`src/rtl/alu_rr_arbiter_if.sv`:
```
// Bundle of the two requester channels, the ALU operand/result bus and the
// tagged response channel that surround the round-robin ALU arbiter.
// The arbiter uses the slave view; the surrounding logic uses the master view.
interface alu_rr_arbiter_if #(
    parameter int WIDTH = 32,
    parameter int OPW   = 4
);
    logic             req0_valid;
    logic             req0_ready;
    logic [WIDTH-1:0] req0_a;
    logic [WIDTH-1:0] req0_b;
    logic             req0_cin;
    logic [OPW-1:0]   req0_op;

    logic             req1_valid;
    logic             req1_ready;
    logic [WIDTH-1:0] req1_a;
    logic [WIDTH-1:0] req1_b;
    logic             req1_cin;
    logic [OPW-1:0]   req1_op;

    logic [WIDTH-1:0] alu_a;
    logic [WIDTH-1:0] alu_b;
    logic             alu_cin;
    logic [OPW-1:0]   alu_op_sel;
    logic [WIDTH-1:0] alu_result;
    logic             alu_cout;

    logic             rsp_valid;
    logic             rsp_ready;
    logic [WIDTH-1:0] rsp_data;
    logic             rsp_cout;
    logic             rsp_id;

    logic             busy;

    // Requesters, the ALU and the response consumer.
    modport master (
        output req0_valid, req0_a, req0_b, req0_cin, req0_op,
        input  req0_ready,
        output req1_valid, req1_a, req1_b, req1_cin, req1_op,
        input  req1_ready,
        input  alu_a, alu_b, alu_cin, alu_op_sel,
        output alu_result, alu_cout,
        input  rsp_valid, rsp_data, rsp_cout, rsp_id,
        output rsp_ready,
        input  busy
    );

    // The arbiter itself.
    modport slave (
        input  req0_valid, req0_a, req0_b, req0_cin, req0_op,
        output req0_ready,
        input  req1_valid, req1_a, req1_b, req1_cin, req1_op,
        output req1_ready,
        output alu_a, alu_b, alu_cin, alu_op_sel,
        input  alu_result, alu_cout,
        output rsp_valid, rsp_data, rsp_cout, rsp_id,
        input  rsp_ready,
        output busy
    );
endinterface

```
`src/rtl/alu_rr_arbiter.sv`:
```
// Round-robin arbiter sharing one registered ALU (1-cycle latency) between two
// requesters. One operation is in flight at a time:
// IDLE (accept) -> ISSUE (ALU computes) -> WAIT (capture) -> RESP (handshake).
module alu_rr_arbiter #(
    parameter int WIDTH = 32,
    parameter int OPW   = 4
) (
    input  logic             clk,
    input  logic             rst,
    alu_rr_arbiter_if.slave  bus
);
    localparam logic [1:0] IDLE  = 2'd0;
    localparam logic [1:0] ISSUE = 2'd1;
    localparam logic [1:0] WAIT  = 2'd2;
    localparam logic [1:0] RESP  = 2'd3;

    logic [1:0]       state_reg;
    logic             last_grant_reg;
    logic             tag_reg;
    logic [WIDTH-1:0] alu_a_reg;
    logic [WIDTH-1:0] alu_b_reg;
    logic             alu_cin_reg;
    logic [OPW-1:0]   alu_op_reg;
    logic             rsp_valid_reg;
    logic [WIDTH-1:0] rsp_data_reg;
    logic             rsp_cout_reg;
    logic             rsp_id_reg;

    logic             grant_valid;
    logic             grant_id;
    logic             accept;

    // Grant selection from the current-cycle valids; a tie goes to the
    // requester that was not served last.
    always_comb begin
        grant_valid = bus.req0_valid | bus.req1_valid;
        if (bus.req0_valid && bus.req1_valid) begin
            grant_id = ~last_grant_reg;
        end else begin
            grant_id = bus.req1_valid;
        end
    end

    // Gated by rst so that ready is forced low while reset is held, even with
    // the state already in IDLE.
    assign accept         = (state_reg == IDLE) && grant_valid && !rst;
    assign bus.req0_ready = accept && !grant_id;
    assign bus.req1_ready = accept && grant_id;
    assign bus.busy       = (state_reg != IDLE);

    assign bus.alu_a      = alu_a_reg;
    assign bus.alu_b      = alu_b_reg;
    assign bus.alu_cin    = alu_cin_reg;
    assign bus.alu_op_sel = alu_op_reg;
    assign bus.rsp_valid  = rsp_valid_reg;
    assign bus.rsp_data   = rsp_data_reg;
    assign bus.rsp_cout   = rsp_cout_reg;
    assign bus.rsp_id     = rsp_id_reg;

    // Operation sequencing: latch operands on accept, capture the ALU result
    // one cycle after issue, hold the response until the consumer takes it.
    always_ff @(posedge clk or posedge rst) begin
        if (rst) begin
            state_reg      <= IDLE;
            last_grant_reg <= 1'b1;
            tag_reg        <= 1'b0;
            alu_a_reg      <= '0;
            alu_b_reg      <= '0;
            alu_cin_reg    <= 1'b0;
            alu_op_reg     <= '0;
            rsp_valid_reg  <= 1'b0;
            rsp_data_reg   <= '0;
            rsp_cout_reg   <= 1'b0;
            rsp_id_reg     <= 1'b0;
        end else begin
            case (state_reg)
                IDLE: begin
                    if (accept) begin
                        alu_a_reg      <= grant_id ? bus.req1_a   : bus.req0_a;
                        alu_b_reg      <= grant_id ? bus.req1_b   : bus.req0_b;
                        alu_cin_reg    <= grant_id ? bus.req1_cin : bus.req0_cin;
                        alu_op_reg     <= grant_id ? bus.req1_op  : bus.req0_op;
                        last_grant_reg <= grant_id;
                        tag_reg        <= grant_id;
                        state_reg      <= ISSUE;
                    end
                end
                ISSUE: begin
                    // ALU inputs are stable; the ALU registers on this edge.
                    state_reg <= WAIT;
                end
                WAIT: begin
                    rsp_data_reg  <= bus.alu_result;
                    rsp_cout_reg  <= bus.alu_cout;
                    rsp_id_reg    <= tag_reg;
                    rsp_valid_reg <= 1'b1;
                    state_reg     <= RESP;
                end
                default: begin
                    if (bus.rsp_ready) begin
                        rsp_valid_reg <= 1'b0;
                        state_reg     <= IDLE;
                    end
                end
            endcase
        end
    end
endmodule

```
`src/flat_wrapper.sv`:
```
// flat-port wrapper written by rule: the top's interface ports become plain ports
module alu_rr_arbiter_flat 
#(
    parameter int WIDTH = 32,
    parameter int OPW   = 4
)
  (clk, rst, bus_req0_valid, bus_req0_a, bus_req0_b, bus_req0_cin, bus_req0_op, bus_req0_ready, bus_req1_valid, bus_req1_a, bus_req1_b, bus_req1_cin, bus_req1_op, bus_req1_ready, bus_alu_a, bus_alu_b, bus_alu_cin, bus_alu_op_sel, bus_alu_result, bus_alu_cout, bus_rsp_valid, bus_rsp_data, bus_rsp_cout, bus_rsp_id, bus_rsp_ready, bus_busy);
  alu_rr_arbiter_if #(.WIDTH(WIDTH), .OPW(OPW)) bus_i ();
  input  logic clk;
  input  logic rst;
  input wire logic [$bits(bus_i.req0_valid)-1:0] bus_req0_valid;
  input wire logic [$bits(bus_i.req0_a)-1:0] bus_req0_a;
  input wire logic [$bits(bus_i.req0_b)-1:0] bus_req0_b;
  input wire logic [$bits(bus_i.req0_cin)-1:0] bus_req0_cin;
  input wire logic [$bits(bus_i.req0_op)-1:0] bus_req0_op;
  output wire logic [$bits(bus_i.req0_ready)-1:0] bus_req0_ready;
  input wire logic [$bits(bus_i.req1_valid)-1:0] bus_req1_valid;
  input wire logic [$bits(bus_i.req1_a)-1:0] bus_req1_a;
  input wire logic [$bits(bus_i.req1_b)-1:0] bus_req1_b;
  input wire logic [$bits(bus_i.req1_cin)-1:0] bus_req1_cin;
  input wire logic [$bits(bus_i.req1_op)-1:0] bus_req1_op;
  output wire logic [$bits(bus_i.req1_ready)-1:0] bus_req1_ready;
  output wire logic [$bits(bus_i.alu_a)-1:0] bus_alu_a;
  output wire logic [$bits(bus_i.alu_b)-1:0] bus_alu_b;
  output wire logic [$bits(bus_i.alu_cin)-1:0] bus_alu_cin;
  output wire logic [$bits(bus_i.alu_op_sel)-1:0] bus_alu_op_sel;
  input wire logic [$bits(bus_i.alu_result)-1:0] bus_alu_result;
  input wire logic [$bits(bus_i.alu_cout)-1:0] bus_alu_cout;
  output wire logic [$bits(bus_i.rsp_valid)-1:0] bus_rsp_valid;
  output wire logic [$bits(bus_i.rsp_data)-1:0] bus_rsp_data;
  output wire logic [$bits(bus_i.rsp_cout)-1:0] bus_rsp_cout;
  output wire logic [$bits(bus_i.rsp_id)-1:0] bus_rsp_id;
  input wire logic [$bits(bus_i.rsp_ready)-1:0] bus_rsp_ready;
  output wire logic [$bits(bus_i.busy)-1:0] bus_busy;
  assign bus_i.req0_valid = bus_req0_valid;
  assign bus_i.req0_a = bus_req0_a;
  assign bus_i.req0_b = bus_req0_b;
  assign bus_i.req0_cin = bus_req0_cin;
  assign bus_i.req0_op = bus_req0_op;
  assign bus_req0_ready = bus_i.req0_ready;
  assign bus_i.req1_valid = bus_req1_valid;
  assign bus_i.req1_a = bus_req1_a;
  assign bus_i.req1_b = bus_req1_b;
  assign bus_i.req1_cin = bus_req1_cin;
  assign bus_i.req1_op = bus_req1_op;
  assign bus_req1_ready = bus_i.req1_ready;
  assign bus_alu_a = bus_i.alu_a;
  assign bus_alu_b = bus_i.alu_b;
  assign bus_alu_cin = bus_i.alu_cin;
  assign bus_alu_op_sel = bus_i.alu_op_sel;
  assign bus_i.alu_result = bus_alu_result;
  assign bus_i.alu_cout = bus_alu_cout;
  assign bus_rsp_valid = bus_i.rsp_valid;
  assign bus_rsp_data = bus_i.rsp_data;
  assign bus_rsp_cout = bus_i.rsp_cout;
  assign bus_rsp_id = bus_i.rsp_id;
  assign bus_i.rsp_ready = bus_rsp_ready;
  assign bus_busy = bus_i.busy;
  alu_rr_arbiter #(.WIDTH(WIDTH), .OPW(OPW)) u_core (.clk(clk), .rst(rst), .bus(bus_i));
endmodule
```
`config.mk`:
```
export PLATFORM = sky130hd
export DESIGN_NAME = alu_rr_arbiter_flat
export DESIGN_NICKNAME = d
export VERILOG_FILES = /design/src/rtl/alu_rr_arbiter_if.sv /design/src/rtl/alu_rr_arbiter.sv /design/src/flat_wrapper.sv
export SDC_FILE = /design/constraint.sdc
export NUM_CORES = 1
export LEC_CHECK = 0
export CAP_MARGIN = 15
export CELL_PAD_IN_SITES_DETAIL_PLACEMENT = 0
export CELL_PAD_IN_SITES_GLOBAL_PLACEMENT = 1
export CORE_MARGIN = 2
export CORE_UTILIZATION = 30
export CTS_CLUSTER_DIAMETER = 100
export CTS_CLUSTER_SIZE = 20
export DETAILED_ROUTE_END_ITERATION = 8
export PLACE_DENSITY = 0.92
export RECOVER_POWER = 100
export SKIP_CTS_REPAIR_TIMING = 1
export SYNTH_ARGS = -nofsm -noshare
export SYNTH_HDL_FRONTEND = slang
export SYNTH_SLANG_ARGS = --single-unit
```
`constraint.sdc`:
```
create_clock -name clk -period 7.9 [get_ports clk]
set_clock_uncertainty 0.2 [all_clocks]
set_input_delay 1.185 -clock clk [delete_from_list [all_inputs] [get_ports clk]]
set_output_delay 1.185 -clock clk [all_outputs]
set_load 0.1 [all_outputs]
```
==> out/qor.txt <==
Status -> complete, but fails checks
Failing checks -> max-capacitance violations, max-slew violations
Ant. Diodes -> 0
CTS H-tree lvls -> 3
Die Span Y -> 130 microns
DR WL/cell -> 14.2 microns
Core ar. -> 15800 sq um
Top-area cell type share of the netlist area -> 55.9%
Dominant cells by area after synthesis -> dfrtp_1, mux2i_1, mux2_2
Hold Crit Class -> flip-flop to flip-flop
CTS tree -> done
Via/cell ratio -> 4.40
Final WL -> 12.7 mm
CP delay by family, top -> buffers and inverters
Full die area -> 17000 sq um
Critical Path AT -> 5870 ps
Slew headroom -> -105%
Layout overhead on the synthesized area -> 67.1%
Critical path required time -> 7950 ps
Io pins -> 283
Most frequent cells in the layout -> clkdlybuf4s50_1, dlygate4sd3_1, dfrtp_1, nand2_1, mux2i_1
Setup Total Neg Slack -> 0 ps
CTS buffer count -> 9
Rows -> 46
Worst path slowest cell -> clkbuf_1
Final Cycle Share -> 73.7%
Yosys reg bits -> 108
All-Layer GR Usage -> 14.7%
Root Buffer -> clkbuf_16
Worst-Skew Late Latency -> 340 ps
Most common cell after layout, fill and taps aside -> clkdlybuf4s50_1
Post-Syn Nets -> 586
Dpl hpwl -> 10.1 mm
Post-synth top area cell -> dfrtp_1
Vias -> 3951
Syn Inst Count -> 405
Die width -> 130 microns
Clk pin slew, worst setup/hold paths -> 70 ps
Pin count of the biggest net entering global routing -> 83
Routed Antenna Nets -> 0
Number of remaining DRC errors -> 0
# setup viols final -> 0
Yosys Warn Count -> 0
Worst Hold Depth -> 2
Most frequent CP cell -> nand2_1
Crit start category -> primary input
CP max FO -> 45
Initial Util -> 30.4%
Share of cells above drive strength 1 -> 8.36%
Clk sinks -> 108
TritonRoute pass-1 iters -> 4
Via count of the first global-routing pass -> 3964
R2R cell count -> 5
First-pass GRT wire length -> 19.5 mm
Yosys cell types -> 25
Fmax -> 0.172 GHz
Sequential fraction of the synthesis area -> 56.5%
MaxCap Viol Count -> 4
Worst slew pin tran -> 3070 ps
Slowest stage delay, CP -> 2260 ps
Final hold vios -> 0
Setup repair after global routing missed its margin -> false
Setup crit end kind -> flip-flop
PortBufs -> 282
Post-synthesis cell area -> 4790 sq um
DR iter-0 viols -> 136
Nets -> 858
CP cell instances -> dlygate4sd3_1, nand2_1, nand2_1, clkbuf_1, mux2i_1, o21ai_0
GP Congestion -> 0.720
Total global routing overflow -> 0
CP Buf/Inv Count -> 2
Clock Path Buffers -> 2
Final Max Slew Viols -> 192
Critical Path Stages -> 6
Syn_area_per_cell -> 11.8 sq um
Minimum clock period after layout -> 5820 ps
Initial antenna violation count -> 0
CP Class -> primary input to flip-flop
-- logic make-up (layout without fill, tap and decap cells) --
kind of cell	count (synthesis)	after routing	share of synthesized area [%]
and+or+nand+nor	81	81	6.87
muxes	104	104	22.7
AOI/OAI and AO/OA	77	77	8.62
buffers and inverters	30	307	4.02
DFF	108	108	56.5
adders and majority gates	5	5	1.31
-- per-layer routing --
layer	GRT usage, %	wire length, microns
met3	4.51	1140
met2	25.9	6340
met1	16.7	5000
met5	0	0
met4	5.82	253
-- worst paths after layout --
check | from | endpoint | slack (ps)
worst min register to register | u_core.bus.alu_a[5] | u_core.bus.alu_a[5] | 270
worst max-delay path | bus_req0_valid | u_core.bus.alu_b[13] | 2080
worst max register to register | u_core.last_grant_reg | u_core.bus.alu_b[13] | 3050
worst min-delay path | u_core.bus.alu_a[5] | u_core.bus.alu_a[5] | 270
max in group asynchronous | rst | u_core.bus.alu_b[0] | 4290
min in group asynchronous | rst | u_core.bus.rsp_id | 1650
-- worst register-to-register path, stage by stage, from the launching register on --
cell and delay, ps:
dfstp_2 530, nand2_1 60, nand2_1 1030, clkbuf_1 2260, mux2i_1 390, o21ai_0 290
-- synth_stat cells (all sizes together) --
cell type  count
ha             5
nor3           1
clkbuf         6
nor2b          1
buf           20
nand2b         1
dfstp          1
a21oi          1
a21o           1
o211ai         1
mux2          35
dfrtp        107
o21ai         72
mux2i         69
and2           1
a22o           2
nand2         74
nor2           3
inv            4
-- through the flow --
step | instances | setup slack (ps) | util, % | area, sq um | hold WS [ps]
floorplan | 405 | 2920 | - | 4790 | 244
global placement | 882 | 2980 | 49.1 | 7740 | 256
detailed placement | 882 | 2970 | 49.1 | 7740 | 262
CTS | 898 | 2970 | 50.9 | 8030 | 273
global route | 898 | 1530 | 50.7 | 8000 | 297
finish | 898 | 2080 | 50.7 | 8000 | 273
-- area by class of cell --
class	instances	area [sq um]
Fill cell	1415	7770
Tap cell	216	270
Clock buffer	11	253
Clock inverter	5	35.0
Multi-Input combinational cell	267	1870
Inverter	4	16.3
Timing Repair Buffer	287	2850
Sequential cell	108	2700
Power is not shown: default switching activity piles up to over one toggle a cycle in this logic, so the estimate is an artifact.
